$ cat src/rtl/booth_wallace_final_cpa_if.sv
// Valid/ready bundle between the Wallace tree, the final carry-propagate adder and its consumer.
// The adder takes the slave side; the driving environment takes the master side.
interface booth_wallace_final_cpa_if #(
    parameter int unsigned WIDTH = 32
);
    logic             in_valid;
    logic             in_ready;
    logic [WIDTH-1:0] sum_row;
    logic [WIDTH-1:0] carry_row;
    logic             out_valid;
    logic             out_ready;
    logic [WIDTH-1:0] product;

    modport master (
        output in_valid, sum_row, carry_row, out_ready,
        input  in_ready, out_valid, product
    );

    modport slave (
        input  in_valid, sum_row, carry_row, out_ready,
        output in_ready, out_valid, product
    );
endinterface

$ cat src/rtl/booth_wallace_final_cpa.sv
// Two-stage carry-propagate adder that resolves the Wallace tree's sum/carry rows into the product.
// Stage 1 adds the low SPLIT bits; stage 2 adds the high bits plus the stage-1 carry.
module booth_wallace_final_cpa #(
    parameter int unsigned WIDTH = 32,
    parameter int unsigned SPLIT = 16
) (
    input logic                      sys_clk,
    input logic                      sys_rst,
    booth_wallace_final_cpa_if.slave bus
);
    localparam int unsigned HW = WIDTH - SPLIT;

    logic             v1_q, v1_d;
    logic             v2_q, v2_d;
    logic [SPLIT-1:0] lo_q, lo_d;
    logic             c_q, c_d;
    logic [HW-1:0]    hs_q, hs_d;
    logic [HW-1:0]    hc_q, hc_d;
    logic [WIDTH-1:0] prod_q, prod_d;

    logic             load1;
    logic             load2;
    logic             in_ready;
    logic [SPLIT:0]   lo_sum;
    logic [HW-1:0]    hi_sum;

    always_comb begin
        load2    = v1_q & (~v2_q | bus.out_ready);
        in_ready = ~sys_rst & (~v1_q | load2);
        load1    = bus.in_valid & in_ready;

        lo_sum = {1'b0, bus.sum_row[SPLIT-1:0]} + {1'b0, bus.carry_row[SPLIT-1:0]};
        // Carry out of the top bit is dropped: products wrap modulo 2^WIDTH.
        hi_sum = hs_q + hc_q + HW'(c_q);

        v1_d   = v1_q;
        v2_d   = v2_q;
        lo_d   = lo_q;
        c_d    = c_q;
        hs_d   = hs_q;
        hc_d   = hc_q;
        prod_d = prod_q;

        if (load1) begin
            lo_d = lo_sum[SPLIT-1:0];
            c_d  = lo_sum[SPLIT];
            hs_d = bus.sum_row[WIDTH-1:SPLIT];
            hc_d = bus.carry_row[WIDTH-1:SPLIT];
            v1_d = 1'b1;
        end else if (load2) begin
            v1_d = 1'b0;
        end

        if (load2) begin
            prod_d = {hi_sum, lo_q};
            v2_d   = 1'b1;
        end else if (bus.out_ready) begin
            v2_d = 1'b0;
        end
    end

    always_ff @(posedge sys_clk or posedge sys_rst) begin
        if (sys_rst) begin
            v1_q   <= 1'b0;
            v2_q   <= 1'b0;
            lo_q   <= '0;
            c_q    <= 1'b0;
            hs_q   <= '0;
            hc_q   <= '0;
            prod_q <= '0;
        end else begin
            v1_q   <= v1_d;
            v2_q   <= v2_d;
            lo_q   <= lo_d;
            c_q    <= c_d;
            hs_q   <= hs_d;
            hc_q   <= hc_d;
            prod_q <= prod_d;
        end
    end

    assign bus.in_ready  = in_ready;
    assign bus.out_valid = v2_q;
    assign bus.product   = prod_q;
endmodule

$ cat src/flat_wrapper.sv
// flat-port wrapper written by rule: the top's interface ports become plain ports
module booth_wallace_final_cpa_flat 
#(
    parameter int unsigned WIDTH = 32,
    parameter int unsigned SPLIT = 16
)
  (sys_clk, sys_rst, bus_in_valid, bus_sum_row, bus_carry_row, bus_out_ready, bus_in_ready, bus_out_valid, bus_product);
  booth_wallace_final_cpa_if #(.WIDTH(WIDTH)) bus_i ();
  input logic sys_clk;
  input logic sys_rst;
  input wire logic [$bits(bus_i.in_valid)-1:0] bus_in_valid;
  input wire logic [$bits(bus_i.sum_row)-1:0] bus_sum_row;
  input wire logic [$bits(bus_i.carry_row)-1:0] bus_carry_row;
  input wire logic [$bits(bus_i.out_ready)-1:0] bus_out_ready;
  output wire logic [$bits(bus_i.in_ready)-1:0] bus_in_ready;
  output wire logic [$bits(bus_i.out_valid)-1:0] bus_out_valid;
  output wire logic [$bits(bus_i.product)-1:0] bus_product;
  assign bus_i.in_valid = bus_in_valid;
  assign bus_i.sum_row = bus_sum_row;
  assign bus_i.carry_row = bus_carry_row;
  assign bus_i.out_ready = bus_out_ready;
  assign bus_in_ready = bus_i.in_ready;
  assign bus_out_valid = bus_i.out_valid;
  assign bus_product = bus_i.product;
  booth_wallace_final_cpa #(.WIDTH(WIDTH), .SPLIT(SPLIT)) u_core (.sys_clk(sys_clk), .sys_rst(sys_rst), .bus(bus_i));
endmodule
$ cat config.mk
export PLATFORM = sky130hd
export DESIGN_NAME = booth_wallace_final_cpa_flat
export DESIGN_NICKNAME = d
export VERILOG_FILES = /design/src/rtl/booth_wallace_final_cpa_if.sv /design/src/rtl/booth_wallace_final_cpa.sv /design/src/flat_wrapper.sv
export SDC_FILE = /design/constraint.sdc
export NUM_CORES = 1
export LEC_CHECK = 0
export ABC_AREA = 1
export CAP_MARGIN = 20
export CORE_MARGIN = 4
export CORE_UTILIZATION = 52
export DETAILED_ROUTE_END_ITERATION = 7
export PLACE_DENSITY = 0.93
export SLEW_MARGIN = 40
export SYNTH_ARGS = -nofsm -noshare
export SYNTH_HDL_FRONTEND = slang
export SYNTH_SLANG_ARGS = --single-unit
$ cat constraint.sdc
create_clock -name sys_clk -period 4.8 [get_ports sys_clk]
set_input_delay 0.96 -clock sys_clk [delete_from_list [all_inputs] [get_ports sys_clk]]
set_output_delay 0.96 -clock sys_clk [all_outputs]
set_load 0.1 [all_outputs]
# Word level (Yosys, flattened, before mapping)
# Index checks and enable logic that the tools add are counted.
# totals
regBits	83
inputBits	68
out_inout_bits	34
word_cells	24
# classes
add_sub_neg	3
n_mux	4
n_bitwise	8
reduce_logical	2
# op_table
cell	n
$add A16 B16 Y17	1
$add A16 B1 Y16	1
$add A16 B16 Y16	1
$mux W1	4
$reduce_bool A2 Y1	2
$and A1 B1 Y1	3
$not A1 Y1	3
$or A1 B1 Y1	2

# Logic depth before layout (Yosys ltp)
# logic_depth
depth_word	7
depth_mapped	11
ltp_nobuf	11

# Worst setup path after synthesis
# Ideal clock, no wire load.
# synth_timing
kind	in2out
from	input sys_rst
to	output bus_in_ready
t_arrival_ps	3330
required_time_ps	3840
setup_slack_ps	510
stages	3
path_buffers	0
cell_sequence	inv_1 -> nand2_1 -> inv_2
# synth_via
elab_chain_len	2
# synth_rtl
element	line_no	text
from (decl)	flat_wrapper.sv:10	input logic sys_rst;
$not A1 Y1	booth_wallace_final_cpa.sv:29	in_ready = ~sys_rst & (~v1_q | load2);
$and A1 B1 Y1	booth_wallace_final_cpa.sv:29	
to (decl)	flat_wrapper.sv:15	output wire logic [$bits(bus_i.in_ready)-1:0] bus_in_ready;
# No other way between the ends.

# Worst setup path after layout
# layout_timing
from	input sys_rst
to	register u_core.c_q
# layout_via
elab_chain_len	3
# layout_rtl
element	line_no	text
$not A1 Y1	booth_wallace_final_cpa.sv:29	
$and A1 B1 Y1	booth_wallace_final_cpa.sv:29	
$and A1 B1 Y1	booth_wallace_final_cpa.sv:30	load1 = bus.in_valid & in_ready;
to (signal assigned)	booth_wallace_final_cpa.sv:67	c_q <= 1'b0;
to (signal assigned)	booth_wallace_final_cpa.sv:75	c_q <= c_d;
to (decl)	booth_wallace_final_cpa.sv:16	logic c_q, c_d;
# No other way between the ends.
# A chain may end at the register's enable or synchronous reset.

==> metrics <==
Final WS setup 1.50 ns; TritonCTS Buffers 9; Mapped Avg Cell Area 7.13 µm²; ant diodes 0; Worst-Margin Slew 0.696 ns; Post-CTS Resized 0; Leak 3.45 nW; Crit Reg-Reg Endpoint u_core.c_q; drt wl/cell 12.5 µm; GRT met2 Usage 36.3%; global route hottest layer met2; Register Area 2080 µm²; Post-Route WL 11,700 µm; H-tree Lvls 3; CTS Root Cell clkbuf_8; layout cells sized above 1 9.81%; Clk Latency, worst-skew pair 0.35 ns; dpl hpwl 8820 µm; Clock Path Buffers 2; fmax 303 MHz; grt met1 use 27.8%; CTS tree done; Post-CTS Setup Bufs 0; Critical Path Sink Type flop; Slew Limit Fails 0; highest-delay cell along the critical path clkinv_2; yosys warns 0; R2R setup slack 2.29 ns; Clock Skew 0.00976 ns; Setup TNS 0 ns; pin count of the biggest net entering global routing 76; Finished Core Util 66.2%; Starting Density 53.9%; first-pass GRT wire length 19,800 µm; fin nets 901; PD cells 486 nW/µm²; Largest delay share family, worst path buffers and inverters; Boundary Pins 102; Levels on crit path 9; final hold violation count 0; die height 106 µm; First DRT Iteration DRCs 174; worst endpoint required time 5.03 ns; run status complete, no violations; Slowest Stage Delay on Critical Path 0.70 ns; Die Area 11,300 µm²; CP Launch Type input port; FILL cells 801; vias in the first global route 4,427; maximum net fanout on the critical path 51; Critical Path AT 3.53 ns; Post-DRT Antenna Nets 0; Final Cell Area 6150 µm²; Rel. slew slack 53.5%; port bufs 101; # setup viols final 0; peak supply drop 0.355 mV; Tmin final 3.30 ns; register area share after synthesis 41.5%; CTS clk-pin slew, worst paths 0.08 ns; CTS hold repair buffers 0; kind of critical path input port to flop; Critical Path Source sys_rst; CP cell instances clkdlybuf4s50_1, clkinv_2, nand2_1, inv_2, nand2_2, buf_4, clkinv_2, or2_0, a21boi_1; DIE WIDTH 106 µm; Std-Cell Rows 35; post-synth design cell area 5000 µm²; max-cap violations 0; initial antenna violation count 0; Layout Cells excl Fill 934; Pre-Repair DR Iteration Count 4; hold crit path type flop to flop; DP Cell Count 918; Core Box Area 9280 µm²; reg2reg start u_core.bus.out_valid; Mapped Cells 701; Tot Pwr 2.99 mW; Via density 4.91; # clock sinks 83; CP most frequent cell clkinv_2; drc violations 0; post-synth cell types 34; Final period util 68.8%; Tot GR Track Use 21.5%; gp weighted congestion 0.897; vias 4,588; #FFs+latches synth 83; WP buf/inv 5; Critical Path End u_core.c_q; Synth Net Count 802; P&R area growth vs syn 22.9%; grt ovf 0; dpl cell area 5940 µm²; RSZ-0062 raised after global routing no; Hold WS 0.479 ns; area taken by multi-input logic gates 2500 µm²; met3 usage 3.76%; pre-CTS setup slack 1.44 ns; Worst R2R Path Depth 8
==> cells in the final DEF, fill, tap and decap left out, drive strengths merged <==
cell and count:
fa 3, clkinv 4, nand4 2, clkbuf 13, bufinv 1, a21oi 15, xnor2 5, dfrtp 83
o21ai 20, ha 30, a21boi 1, xor2 1, nor2 23, clkdlybuf4s50 67, nand3 40, inv 84
clkinvlp 1, and2 3, buf 37, nand3b 6, nand2 350, nor3 6, or2 10
==> kinds of logic (layout without fill, tap and decap cells) <==
logic type | count (synthesis) | in the layout | synth area share [%]
flip-flops | 83 | 83 | 41.5
AO/OA/AOI/OAI | 36 | 36 | 3.73
XOR/XNOR | 6 | 6 | 1.05
buffers and inverters | 103 | 207 | 8.41
AND/OR/NAND/NOR | 440 | 440 | 36.6
adder cells (fa/ha/maj) | 33 | 33 | 8.71
==> worst min-delay path by stage <==
stage,slack (ns),start,endpoint,depth (start not counted)
floorplan,0.44,u_core.lo_q[0],u_core.bus.product[0],2
CTS,0.48,u_core.bus.product[26],u_core.bus.product[26],2
global placement,0.46,u_core.bus.product[23],u_core.bus.product[23],2
global route,0.51,u_core.lo_q[12],u_core.bus.product[12],2
finish,0.48,u_core.bus.product[26],u_core.bus.product[26],2
detailed placement,0.46,u_core.bus.product[26],u_core.bus.product[26],2
==> power breakdown <==
part | leakage [nW] | switching [mW] | internal, mW | total [mW]
sequential | 1.03 | 0.103 | 0.866 | 0.969
clock | 0.0998 | 0.241 | 0.270 | 0.512
combinational | 2.33 | 1.18 | 0.333 | 1.51
total | 3.45 | 1.52 | 1.47 | 2.99
==> worst reg2reg max path, delay by kind of cell, from the launching register on <==
kind	cells	cell delay (ns)
buf+inv	3	1.18
simple gates	4	0.69
flops	1	0.39
compound gates	1	0.14
==> sequential cells by signal (all words and copies together), names as in the netlist <==
signal                count
u_core.bus.product       32
u_core.hc_q              16
u_core.c_q                1
u_core.lo_q              16
u_core.v1_q               1
u_core.bus.out_valid      1
u_core.hs_q              16
==> cell usage after synthesis (all sizes together) <==
master | number | area, µm²
a21boi | 1 | 7.51
a21oi | 15 | 78.8
and2 | 3 | 21.3
buf | 13 | 82.6
clkbuf | 3 | 11.3
clkinv | 1 | 3.75
dfrtp | 83 | 2080
fa | 3 | 60.1
ha | 30 | 375
inv | 86 | 323
nand2 | 350 | 1340
nand3 | 40 | 210
nand3b | 6 | 45.0
nand4 | 2 | 12.5
nor2 | 23 | 96.4
nor3 | 6 | 40.0
o21ai | 20 | 100
or2 | 10 | 62.6
xnor2 | 5 | 43.8
xor2 | 1 | 8.76
==> layer usage <==
| layer | vias up | part of all wire (%) |
|---|---|---|
| li1 | 2344 | - |
| met1 | 2097 | 45 |
| met2 | 119 | 47 |
| met3 | 28 | 5.0 |
| met4 | 0 | 2.4 |
| met5 | - | 0 |
==> cell type report <==
class                           count  share of cell area [%]
Inverter                           87                    5.35
Sequential cell                    83                    33.8
Clock inverter                      3                   0.753
Clock buffer                       13                    2.59
Tap cell                          129                    2.63
Timing Repair Buffer              104                    14.1
Multi-Input combinational cell    515                    40.7
(Power assumes the default switching activity.)
